--- config.mk ---
export PLATFORM = sky130hd
export DESIGN_NAME = wishbone_word_packer
export DESIGN_NICKNAME = d
export VERILOG_FILES = /design/src/rtl/wishbone_word_packer.sv
export SDC_FILE = /design/constraint.sdc
export NUM_CORES = 1
export LEC_CHECK = 0
export ABC_AREA = 1
export CORE_AREA = 2 2 182 148
export CTS_BUF_LIST = sky130_fd_sc_hd__clkbuf_16
export DETAILED_ROUTE_END_ITERATION = 10
export DIE_AREA = 0 0 184 150
export GPL_ROUTABILITY_DRIVEN = 0
export PLACE_DENSITY = 0.84
export SETUP_SLACK_MARGIN = 0.05
export SYNTH_ARGS = -nofsm -noshare
export SYNTH_HDL_FRONTEND = slang
export SYNTH_SLANG_ARGS = --single-unit
--- constraint.sdc ---
create_clock -name wb_clk_i -period 1.55 [get_ports wb_clk_i]
set_input_delay 0.31 -clock wb_clk_i [delete_from_list [all_inputs] [get_ports wb_clk_i]]
set_output_delay 0.31 -clock wb_clk_i [all_outputs]
set_load 0.01 [all_outputs]
--- src/rtl/wishbone_word_packer.sv ---
// Packs WORDS rising-edge writes into one wide operand, then returns the core's wide result one word at a time.
// Optional sticky overflow flag for dropped writes: define WB_PACKER_OVF_EN.
module wishbone_word_packer #(
    parameter int WORDS = 4,
    parameter int CNT_W = 4
) (
    input  logic                 wb_clk_i,
    input  logic                 wb_rst_i,
    input  logic                 in_valid,
    input  logic [31:0]          in_data,
    output logic [WORDS*32-1:0]  op_data,
    output logic                 op_valid,
    input  logic                 op_ready,
    input  logic [WORDS*32-1:0]  res_data,
    input  logic                 res_valid,
    output logic                 res_ready,
    output logic [31:0]          out_data,
    output logic                 out_valid,
    input  logic                 out_pop,
`ifdef WB_PACKER_OVF_EN
    output logic                 ovf_o,
    input  logic                 ovf_clr_i,
`endif
    output logic                 busy
);

    // state   | meaning
    // S_FILL  | collecting write words into obuf
    // S_ISSUE | operand offered to core
    // S_WAIT  | waiting for core result
    // S_DRAIN | returning rbuf words on readback path
    typedef enum logic [1:0] {S_FILL, S_ISSUE, S_WAIT, S_DRAIN} state_t;

    localparam logic [CNT_W-1:0] LAST = CNT_W'(WORDS - 1);

    state_t                state_q, state_d;
    logic [CNT_W-1:0]      wr_cnt_q, wr_cnt_d;
    logic [CNT_W-1:0]      rd_cnt_q, rd_cnt_d;
    logic [WORDS*32-1:0]   obuf_q, obuf_d;
    logic [WORDS*32-1:0]   rbuf_q, rbuf_d;
    logic                  in_valid_q, in_valid_d;
    logic                  accept;

    always_comb begin
        state_d    = state_q;
        wr_cnt_d   = wr_cnt_q;
        rd_cnt_d   = rd_cnt_q;
        obuf_d     = obuf_q;
        rbuf_d     = rbuf_q;
        in_valid_d = in_valid;
        accept     = in_valid & ~in_valid_q;

        case (state_q)
            S_FILL: begin
                if (accept) begin
                    for (int k = 0; k < WORDS; k++) begin
                        if (wr_cnt_q == CNT_W'(k)) obuf_d[32*k +: 32] = in_data;
                    end
                    if (wr_cnt_q == LAST) begin
                        wr_cnt_d = '0;
                        state_d  = S_ISSUE;
                    end else begin
                        wr_cnt_d = wr_cnt_q + 1'b1;
                    end
                end
            end
            S_ISSUE: begin
                if (op_ready) state_d = S_WAIT;
            end
            S_WAIT: begin
                if (res_valid) begin
                    rbuf_d   = res_data;
                    rd_cnt_d = '0;
                    state_d  = S_DRAIN;
                end
            end
            S_DRAIN: begin
                if (out_pop) begin
                    if (rd_cnt_q == LAST) begin
                        rd_cnt_d = '0;
                        state_d  = S_FILL;
                    end else begin
                        rd_cnt_d = rd_cnt_q + 1'b1;
                    end
                end
            end
            default: state_d = S_FILL;
        endcase
    end

    always_comb begin
        op_data   = obuf_q;
        op_valid  = (state_q == S_ISSUE);
        res_ready = (state_q == S_WAIT);
        out_valid = (state_q == S_DRAIN);
        busy      = (state_q != S_FILL);
        out_data  = '0;
        for (int k = 0; k < WORDS; k++) begin
            if (rd_cnt_q == CNT_W'(k)) out_data = rbuf_q[32*k +: 32];
        end
    end

    always_ff @(posedge wb_clk_i) begin
        if (wb_rst_i) begin
            state_q    <= S_FILL;
            wr_cnt_q   <= '0;
            rd_cnt_q   <= '0;
            obuf_q     <= '0;
            rbuf_q     <= '0;
            in_valid_q <= 1'b0;
        end else begin
            state_q    <= state_d;
            wr_cnt_q   <= wr_cnt_d;
            rd_cnt_q   <= rd_cnt_d;
            obuf_q     <= obuf_d;
            rbuf_q     <= rbuf_d;
            in_valid_q <= in_valid_d;
        end
    end

`ifdef WB_PACKER_OVF_EN
    logic ovf_q, ovf_d;

    // A set in the same cycle as a clear wins.
    always_comb begin
        ovf_d = ovf_q;
        if (ovf_clr_i) ovf_d = 1'b0;
        if (accept && (state_q != S_FILL)) ovf_d = 1'b1;
    end

    always_ff @(posedge wb_clk_i) begin
        if (wb_rst_i) ovf_q <= 1'b0;
        else          ovf_q <= ovf_d;
    end

    assign ovf_o = ovf_q;
`endif

endmodule

## After elaboration in Yosys (flattened, before gate mapping)

Index checks and enable logic that the tools add are counted.

- Logic and storage cells: 57
- Output and inout bits: 164
- Bits in registers: 267

- Muxes and demuxes: 16
- Add/subtract/negate cells: 2
- Equal/unequal tests: 15
- Bitwise operators: 2
- Reduce and logical (&&, ||, !) cells: 13

Operators with widths:

| kind | number |
|---|---|
| 32-bit 2-to-1 mux | 4 |
| 4-bit by 2-bit == test with 1-bit output (second input constant) | 4 |
| 4-bit 2-to-1 mux | 4 |
| 3-bit AND reduction | 5 |
| 2-bit 2-to-1 mux | 6 |
| 4-bit by 1-bit adder with 4-bit output (second input constant) | 2 |
| 4-bit by 1-bit == test with 1-bit output (second input constant) | 2 |
| 4-bit logical NOT | 2 |
| 2-bit one-hot mux with 4 select lines | 1 |
| 4-bit one-hot mux with 2 select lines | 1 |
| 2-bit by 1-bit != test with 1-bit output (second input constant) | 3 |
| 2-bit != test (second input constant) | 3 |
| 6-bit AND reduction | 1 |
| 2-bit == test (second input constant) | 2 |
| 2-bit AND reduction | 2 |
| 2-bit nonzero test | 2 |
| 2-bit by 1-bit == test with 1-bit output (second input constant) | 1 |
| 2-bit logical NOT | 1 |
| 1-bit bitwise AND | 1 |
| 1-bit inverter | 1 |

## Longest topological paths before layout

Gate-level depths: netlist of the first run.

- Depth in word-level cells: 5
- Gate-level depth with buffers: 9
- Mapped depth without buffers: 9

## Worst setup path after synthesis of the first run

Ideal clock, no wire load.

- Path kind: register -> output
- Start: reg rd_cnt_q[1]
- End: out out_data[10]
- Setup slack: -0.095 ns
- Cell stages (with the launch flop): 9
- Arrival time: 1.335 ns
- Required time: 1.240 ns
- Cell sequence: dfxtp_1 > inv_1 > ha_1 > inv_1 > clkbuf_1 > nand3_1 > nand3_1 > nand3_1 > nand2_1

- Cells in the longest elaborated chain, start to end: 5

RTL lines:

| element | line | text |
|---|---|---|
| from (decl) | 38 | `logic [CNT_W-1:0] rd_cnt_q, rd_cnt_d;` |
| from (signal assigned) | 114 | `rd_cnt_q <= rd_cnt_d;` |
| 4-bit logical NOT | 99 | `if (rd_cnt_q == CNT_W'(k)) out_data = rbuf_q[32*k +: 32];` |
| 32-bit 2-to-1 mux (3 in series) | 99 |  |
| 32-bit 2-to-1 mux (*) | 99 |  |
| to (decl) | 17 | `output logic [31:0] out_data,` |

Every way passes the cells marked *; elsewhere a longest branch is shown, timed or not.

## Worst setup path in the final report of the first run

- Start: reg rd_cnt_q[0]
- End: out out_data[12]

Same word-level chain as after synthesis.

==> metrics, run 1 <==
status complete, but fails checks; violated checks negative setup slack; total power draw 20200 uW; R2R Path End op_data[88]; Post-Synthesis Cells ~1500; TritonCTS clock tree built; Area Growth Syn to Fin 62.1%; syn_nets 1660; FF-to-FF Start state_q[0]; DR WL/cell 18.8 um; Initial Util 0.414; max_slew headroom 0.724; first-pass GRT wire length 58700 um; commonest non-fill, non-tap cell in the layout nor2_1; Longest Clk Path Bufs 3; Reg clk slew, reported paths 0.06 ns; final max-slew violation count 0; highest-count cells in the layout ignoring fill and taps 451 x nor2_1, 260 x dfxtp_1, 224 x o21ai_0; Post-route DRC 0; H-tree Lvls 1; Period minus WS final about 2.3 ns; PnR worst setup slack -0.783 ns; antenna violations before repair 4; Least-Margin Pin Slew slightly above 0.4 ns; fmax 429 MHz; Rows between 50 and 60; core area between 0.02 and 0.03 sq mm; DRT Pass-1 Iters 7; Total Wirelength ~42000 um; Die Y-Extent 150 um; end of the critical path out_data[12]; worst path arrival time roughly 2 ns; pin count of the biggest net entering global routing ~70; CP required 1.24 ns; DRT iter0 DRCs 877; Nets 2049; crit path capture type output pin; clock sink count 267; #FFs+latches synth ~270; RSZ-0062 raised after global routing yes; final hold slack about 0.40 ns; Setup crit start rd_cnt_q[0]; Post-DP HPWL 25800 um; number of port buffers 329; synthesized area around 0.011 sq mm; Setup TNS -25.07 ns; pre-CTS setup slack -0.654 ns; Final Util 0.671; worst vdd ir about 1.0 mV; setup slack, reg-to-reg -0.10 ns; kind of critical path reg2out; die width 184 um; DR vias 11987; CP Launch Type flip-flop; sequential share of the synthesized area 0.499; r2r worst-path depth 10; die area ~0.028 sq mm; Worst Skew 0.0127 ns; # setup viols final approximately 80; Netlist cell types 26; hold crit path type in2reg; total gr overflow 0; Clock Tree Root clkbuf_16; clk_lat worst skew 0.54 ns; Max-Cap Viols 0; vias per cell 5.39; vias in the first global route 11383; total CTS buffers 28; Mapped Avg Cell Area about 7.2 sq um; PD cells 1160 mW/mm^2; Leakage Power 0.00753 uW; crit-path max FO 8; Post-DRT Antenna Nets 0; layout cell share with drive strength beyond 1 0.262; yosys warns 0; total track usage 0.266; period utilization 1.51; # IOs 330; Fin. Hold Viols 0
==> layout make-up <==
type | instances | area, sq um
Tap cell | 330 | 413
Fill cell | 1914 | 8510
Inverter | 29 | 149
Sequential cell | 267 | 5360
Timing Repair Buffer | 460 | 4730
Clock buffer | 29 | 726
Antenna cell | 4 | 10.0
Clock inverter | 21 | 200
Multi-Input combinational cell | 1084 | 5760
==> cell usage after synthesis <==
| library cell | number | area, sq um |
|---|---|---|
| nor2_1 | 526 | 1970 |
| xnor2_1 | 1 | 8.76 |
| xor2_1 | 1 | 8.76 |
| nand3_2 | 1 | 10.0 |
| inv_2 | 6 | 22.5 |
| nand3_1 | 105 | 526 |
| nand2_2 | 1 | 6.26 |
| a21oi_1 | 7 | 35.0 |
| ha_1 | 13 | 163 |
| nand2_1 | 128 | 480 |
| o21ai_0 | 235 | 1180 |
| dfxtp_1 | 267 | 5350 |
| nor2_2 | 4 | 25.0 |
| buf_2 | 46 | 230 |
| nor2_4 | 5 | 56.3 |
| nor3_1 | 1 | 5.00 |
| inv_1 | 22 | 82.6 |
| clkbuf_1 | 46 | 173 |
| clkbuf_2 | 2 | 10.0 |
| buf_1 | 3 | 11.3 |
| o21ai_1 | 23 | 115 |
| or2_2 | 24 | 150 |
| clkinv_1 | 1 | 3.75 |
| nand2_4 | 1 | 11.3 |
| buf_4 | 4 | 30.0 |
| or2_0 | 8 | 50.1 |
==> routing by layer <==
metal	global-route usage	share of wire
met4	0.120	0.054
met1	0.306	0.37
met5	0	0
met3	0.0810	0.10
met2	0.455	0.47
==> metrics by stage <==
| stage | area [sq um] | cells |
|---|---|---|
| after floorplan | 10900 | 1481 |
| after global placement | 15000 | 2126 |
| after detailed placement | 15000 | 2126 |
| after CTS | 16400 | 2193 |
| after global routing | 17400 | 2223 |
| final | 17400 | 2224 |
==> registers in the layout, indices dropped and copies added, names as in the netlist <==
name,count
op_data,128
rbuf_q,128
rd_cnt_q,4
wr_cnt_q,4
state_q,2
in_valid_q,1
==> worst max-delay path, stage by stage, from the launching register on <==
cell and delay [ns]:
dfxtp_4 0.36, inv_4 0.08, ha_4 0.14, inv_2 0.04, nor2_4 0.14, buf_6 0.14, buf_12 0.13, nand3_2 0.08
nand3_1 0.11, nand3_2 0.09, nand2_2 0.07, buf_6 0.10
==> worst min path at each step <==
| stage | end | from | depth (start not counted) | slack (ns) |
|---|---|---|---|---|
| after floorplan | rd_cnt_q[1] | wb_rst_i | 1 | 0.37 |
| after global placement | rbuf_q[68] | rbuf_q[68] | 2 | 0.46 |
| after detailed placement | rbuf_q[77] | rbuf_q[77] | 2 | 0.47 |
| after CTS | rbuf_q[112] | res_data[112] | 3 | 0.38 |
| after global routing | rbuf_q[70] | res_data[70] | 3 | 0.41 |
| final | rbuf_q[95] | res_data[95] | 3 | 0.40 |
==> what timing repair did <==
action | CTS | global route
gates cloned | 3 | 9
hold buffers | 0 | 0
setup buffers | 14 | 21
gates resized for setup | 411 | 325
hold endpoints to repair | 0 | 0
pin swaps | 27 | 43
endpoints found under the setup margin | 302 | 212
==> kinds of logic (layout without fill, tap and decap cells) <==
logic type	after synthesis	count (layout)	synth area share
compound gates	265	265	0.124
xor+xnor	2	2	0.00164
fa+ha+maj	13	13	0.0152
buf+inv	130	539	0.0526
flops	267	267	0.499
other cells	0	4	0
simple gates	804	804	0.308
==> power by group <==
group	total (uW)	switching [uW]	internal (uW)	leakage, uW
clock network	6850	2810	4030	0.000475
logic	5270	2810	2450	0.00489
registers	8060	454	7600	0.00217
total	20200	6080	14100	0.00753
No activity file was read; power rests on OpenSTA's default activity.
==> inputs of run 2 (changes only) <==
--- a/config.mk
+++ b/config.mk
@@ -6,12 +6,13 @@
 export NUM_CORES = 1
 export LEC_CHECK = 0
 export ABC_AREA = 1
-export CORE_AREA = 2 2 182 148
+export CORE_AREA = 2 2 166 135
 export CTS_BUF_LIST = sky130_fd_sc_hd__clkbuf_16
+export CTS_CLUSTER_SIZE = 8
 export DETAILED_ROUTE_END_ITERATION = 10
-export DIE_AREA = 0 0 184 150
-export GPL_ROUTABILITY_DRIVEN = 0
-export PLACE_DENSITY = 0.84
+export DIE_AREA = 0 0 168 137
+export GPL_ROUTABILITY_DRIVEN = 1
+export PLACE_DENSITY = 0.94
 export SETUP_SLACK_MARGIN = 0.05
 export SYNTH_ARGS = -nofsm -noshare
 export SYNTH_HDL_FRONTEND = slang
==> constraint.sdc (replaced) <==
create_clock -name wb_clk_i -period 3 [get_ports wb_clk_i]
set_input_delay 0.6 -clock wb_clk_i [delete_from_list [all_inputs] [get_ports wb_clk_i]]
set_output_delay 0.6 -clock wb_clk_i [all_outputs]
set_load 0.01 [all_outputs]
==> run 2 against run 1 <==
The run now ends clean; total power shrank 50%; die area is 17% lower; core utilization rose by 4.6 points; non-clock buffer count shrank 104; register-to-register slack better by 1.0 ns; clock skew up 0.014 ns; final cell count down 7.6%; sequential power decreased by 49%; global-route usage increased by 4.2 points; sequential share of layout area increased by 4.1 points; final area is 12% lower; largest cell class is now registers; highest routed layer unchanged.
==> metrics, run 2 (synthesized netlist as in run 1, its figures left out) <==
status finished clean; total track usage 0.308 (+0.0420); layout cell share with drive strength beyond 1 0.0658 (-0.196); Leakage Power 0.00644 uW (-15%); DRT iter0 DRCs 1256 (+43%); vias in the first global route 11060 (-2.8%); worst vdd ir 0.538 mV (-48%); PnR worst setup slack 0.201 ns (+0.984 ns); TritonCTS clock tree built; critical path's slowest cell dfxtp_1; total gr overflow 0 (unchanged); antenna violations before repair 0 (-4); highest-count cells in the layout ignoring fill and taps 526 x nor2_1, 297 x clkdlybuf4s50_1, 267 x dfxtp_1; Post-DRT Antenna Nets 0 (unchanged); Worst Skew 0.0268 ns (+0.0141 ns); core area 0.0213 sq mm (-18%); Longest Clk Path Bufs 3 (unchanged); Area Growth Syn to Fin 42.7%; clock sink count 267 (unchanged); crit path capture type output pin; fmax around 360 MHz; Die Y-Extent 137 um (-8.7%); kind of critical path reg2out; Nets 1956 (-4.5%); Post-DP HPWL 24300 um (-5.9%); Clock Tree Root clkbuf_16; die area 0.0230 sq mm (-17%); Setup TNS 0 ns (+25.07 ns); worst path arrival time 2.20 ns (+0.18 ns); hold crit path type reg2reg; CP Cell Sequence inv_2 -> ha_1 -> inv_1 -> nor2_4 -> buf_4 -> buf_16 -> nand3_1 -> nand3_1 -> nand3_1 -> nand2_1 -> dlygate4sd2_1; H-tree Lvls 2 (+1); Top cell by count, worst path nand3_1; pin count of the biggest net entering global routing 129 (+79%); Period minus WS final 2.80 ns; final max-slew violation count 0 (unchanged); Fin. Hold Viols 0 (unchanged); design area 0.0153 sq mm (-12%); RD Place Congestion between 0.9 and 1; # setup viols final 0 (-100%); number of port buffers 329 (unchanged); first-pass GRT wire length 56700 um (-3.4%); max_slew headroom 0.534 (-0.189); commonest non-fill, non-tap cell in the layout nor2_1; Inserted Diodes 0 (-4); DR WL/cell 18.0 um (-4.2%); Reg clk slew, reported paths 0.05 ns (about the same); Worst path top cell family by delay buffers and inverters; total CTS buffers 39 (+39%); Initial Util 0.502 (+0.0882); Total Wirelength 37000 um (-12%); clk_lat worst skew 0.52 ns (-0.02 ns); Least-Margin Pin Slew 0.698 ns (+0.284 ns); RSZ-0062 raised after global routing no; setup slack, reg-to-reg 0.93 ns (+1.03 ns); Final Util 0.717 (+0.0456); die width 168 um (-8.7%); Rows 48 (-9.4%); CP required 2.40 ns (+1.16 ns); number of fill cells 1476 (-23%); crit-path max FO 16 (+8); CP bufs+invs 5 (unchanged); period utilization 0.933; # IOs 330 (unchanged); PD cells 661 mW/mm^2 (-43%); Post-DP Area 0.0142 sq mm (-5.8%); Max-Cap Viols 0 (unchanged); vias per cell 5.59 (+3.8%); CP Launch Type flip-flop; DRT Pass-1 Iters 6 (-1); final hold slack 0.476 ns (+0.0717 ns); CTS Hold Bufs 0 (unchanged); pre-CTS setup slack 0.339 ns (+0.993 ns); Post-route DRC 0 (unchanged); peak per-stage delay on the critical path 0.40 ns (+0.04 ns); DR vias 11491 (-4.1%)
run 2: cell count changes in the layout (fill, tap and decap cells not counted), sizes merged:
cell           before  now
dlygate4sd2        50   32
clkbuf             65   39
clkinv             13    3
bufinv              4    0
diode               4    0
inv                32   29
clkdlybuf4s15      49    0
bufbuf              0    1
buf               160   26
clkdlybuf4s50     165  297
run 2: worst min-delay path, delay by kind of cell, from the launching register on:
kind,cells,cell delay [ns]
flip-flops,1,0.31
AND/OR/NAND/NOR,2,0.12
run 2: path summary, 6_finish.rpt:
path	start	cells after the start	endpoint
worst max-delay path	rd_cnt_q[0]	11	out_data[13]
worst min-delay path	rbuf_q[74]	2	rbuf_q[74]
worst max register to register	state_q[0]	7	op_data[77]
worst min register to register	rbuf_q[74]	2	rbuf_q[74]
run 2: cell type report:
type	count	area (sq um)	area share
flip-flops and latches	267	5350	0.350
multi-input cells	1084	4820	0.315
repair buffers	356	3620	0.237
clock buffers	39	976	0.0639
well taps	275	344	0.0225
inverters	29	115	0.00753
clock inverters	4	62.6	0.00409
run 2: metal layers:
metal | up-vias | share of wire | global-route usage
met1 | 5338 | 0.38 | 0.361
met2 | 687 | 0.47 | 0.511
met4 | 0 | 0.053 | 0.168
met5 | - | 0 | 0
met3 | 155 | 0.10 | 0.0917
li1 | 5311 | - | -
run 2: metrics by stage:
step / cells / power [uW]
global placement: 2005 / 6160
floorplan: 1481 / 5200
global route: 2054 / 10500
detailed placement: 2005 / 6240
finish: 2054 / 10100
CTS: 2054 / 10100
run 2: repair_timing:
item                       CTS  global route
gates resized for setup     41             0
setup buffers                4             0
setup endpoints to repair   32             0
run 2: power by group:
group / switching, uW / internal, uW
clock network: 1510 / 2300
logic: 1170 / 967
registers: 212 / 3930
==> inputs of run 3 (changes only) <==
--- a/config.mk
+++ b/config.mk
@@ -6,13 +6,14 @@
 export NUM_CORES = 1
 export LEC_CHECK = 0
 export ABC_AREA = 1
-export CORE_AREA = 2 2 166 135
-export CTS_BUF_LIST = sky130_fd_sc_hd__clkbuf_16
+export CORE_AREA = 2 2 164 134
+export CTS_BUF_LIST = sky130_fd_sc_hd__clkbuf_4
+export CTS_CLUSTER_DIAMETER = 50
 export CTS_CLUSTER_SIZE = 8
 export DETAILED_ROUTE_END_ITERATION = 10
-export DIE_AREA = 0 0 168 137
+export DIE_AREA = 0 0 166 136
 export GPL_ROUTABILITY_DRIVEN = 1
-export PLACE_DENSITY = 0.94
+export PLACE_DENSITY = 0.95
 export SETUP_SLACK_MARGIN = 0.05
 export SYNTH_ARGS = -nofsm -noshare
 export SYNTH_HDL_FRONTEND = slang
==> run 3 against run 2 <==
Clock skew increased by 0.015 ns; sequential power about the same; worst setup slack got worse by 0.062 ns; critical path type unchanged; combinational power about the same.
==> metrics, run 3 (synthesized netlist as in run 1, its figures left out) <==
Initial Util 0.508 (+0.00572); status finished clean; Worst Skew 0.0417 ns (+0.0149 ns); clk_lat worst skew 0.65 ns (+0.13 ns); period utilization 0.954 (+0.0205); H-tree Lvls 2 (unchanged); Post-route DRC 0 (unchanged); Area Growth Syn to Fin 36.1%; kind of critical path reg2out; # setup viols final 0 (unchanged); pin count of the biggest net entering global routing 76 (-41%); PD cells 569 mW/mm^2 (-14%); worst path arrival time 2.26 ns (+0.06 ns); final max-slew violation count 0 (unchanged); Clock Tree Root clkbuf_4; commonest non-fill, non-tap cell in the layout nor2_1; die area 0.0226 sq mm (-1.9%); Least-Margin Pin Slew 0.720 ns (+0.0226 ns); crit path capture type output pin; Leakage Power 0.00607 uW (-5.6%); max_slew headroom 0.519 (-0.0151); total CTS buffers 39 (unchanged); final hold slack 0.489 ns (+0.0133 ns); fmax 350 MHz (-2.2%); Post-DRT Antenna Nets 0 (unchanged); Max-Cap Viols 0 (unchanged); highest-count cells in the layout ignoring fill and taps 526 x nor2_1, 297 x clkdlybuf4s50_1, 266 x dfxtp_1; DR vias 11447 (-0.38%); worst vdd ir 0.427 mV (-21%); clock sink count 267 (unchanged); core area 0.0211 sq mm (-1.1%); Post-DP HPWL 23700 um (-2.2%); # IOs 330 (unchanged); vias per cell 5.56 (-0.62%); Rows 48 (unchanged); Fin. Hold Viols 0 (unchanged); DRT Pass-1 Iters 8 (+2); total gr overflow 0 (unchanged); Nets 1959 (+0.15%); crit-path max FO 26 (+10); CP required 2.40 ns (about the same); total track usage 0.300 (-0.00728); RSZ-0062 raised after global routing no; layout cell share with drive strength beyond 1 0.0774 (+0.0116); RD Place Congestion 0.908 (-2.7%); hold crit path type reg2reg; DR WL/cell 17.5 um (-3.2%); first-pass GRT wire length 55600 um (-2.1%); antenna violations before repair 2 (+2); DRT iter0 DRCs 1257 (+0.080%); TritonCTS clock tree built; Longest Clk Path Bufs 3 (unchanged); number of fill cells 1540 (+4.3%); vias in the first global route 11073 (+0.12%); PnR worst setup slack 0.139 ns (-0.0615 ns); Setup TNS 0 ns (unchanged); Total Wirelength 35900 um (-2.9%); Period minus WS final 2.86 ns (+0.0615 ns); Die Y-Extent 136 um (-0.73%); number of port buffers 329 (unchanged); die width 166 um (-1.2%); pre-CTS setup slack 0.410 ns (+0.0718 ns); CP Launch Type flip-flop; Reg clk slew, reported paths 0.09 ns (+0.04 ns)
run 3: cell types whose count changed in the layout (fill, tap and decap cells not counted), sizes merged:
cell,before,now
bufbuf,1,0
clkbuf,39,58
diode,0,1
clkinvlp,1,0
inv,29,30
dlygate4sd2,32,10
bufinv,0,2
clkdlybuf4s15,0,6
buf,26,28
clkinv,3,1
run 3: final timing paths:
path	start	to	slack (ns)	depth (start not counted)
worst max register to register	state_q[0]	rbuf_q[61]	1.01	7
worst min register to register	rbuf_q[68]	rbuf_q[68]	0.49	2
worst max-delay path	rd_cnt_q[0]	out_data[11]	0.14	8
worst min-delay path	rbuf_q[68]	rbuf_q[68]	0.49	2
run 3: what timing repair did:
action / in CTS / in global routing
resized for setup: 47 / 43
pin swaps: 0 / 1
gates cloned: 1 / 3
endpoints found under the setup margin: 32 / 32
hold buffers: 0 / 0
setup buffers: 0 / 2
run 3: area by class of cell:
class	count	area (sq um)	share of cell area
antenna	1	2.50	0.000172
clock buffer	40	300	0.0206
clock inverter	4	72.6	0.00498
inverter	29	116	0.00799
multi-input combinational	1084	4820	0.331
sequential	267	5350	0.367
tap	275	344	0.0236
timing repair buffer	359	3570	0.245
run 3: worst max-delay path, cell delays in order (launching register included):
cell and delay (ns):
dfxtp_1 0.35, inv_2 0.09, ha_1 0.16, nand2_2 0.09
buf_6 0.19, or2_2 0.30, nand3_1 0.10, nand2_1 0.06
dlygate4sd2_1 0.29
run 3: metal layers:
layer  up-vias  share of wire  global-route usage
met5         -        0.00039                   0
met4         2          0.050               0.152
met3       151           0.12              0.0937
met2       663           0.46               0.492
met1      5301           0.38               0.359
li1       5330              -                   -
run 3: where the power goes:
part | internal, uW | total (uW) | switching, uW
clock network | 798 | 2040 | 1240
logic | 966 | 2120 | 1160
registers | 3920 | 4130 | 209
total | 5680 | 8290 | 2610
run 3: through the flow:
step | power (uW) | instance area, sq um | std cells | utilization
final | 8290 | 14600 | 2059 | 0.691
after CTS | 8200 | 14500 | 2053 | 0.689
after floorplan | 5200 | 10700 | 1481 | -
after detailed placement | 6220 | 14100 | 2008 | 0.671
after global routing | 8670 | 14600 | 2059 | 0.691
after global placement | 6140 | 14100 | 2008 | 0.671
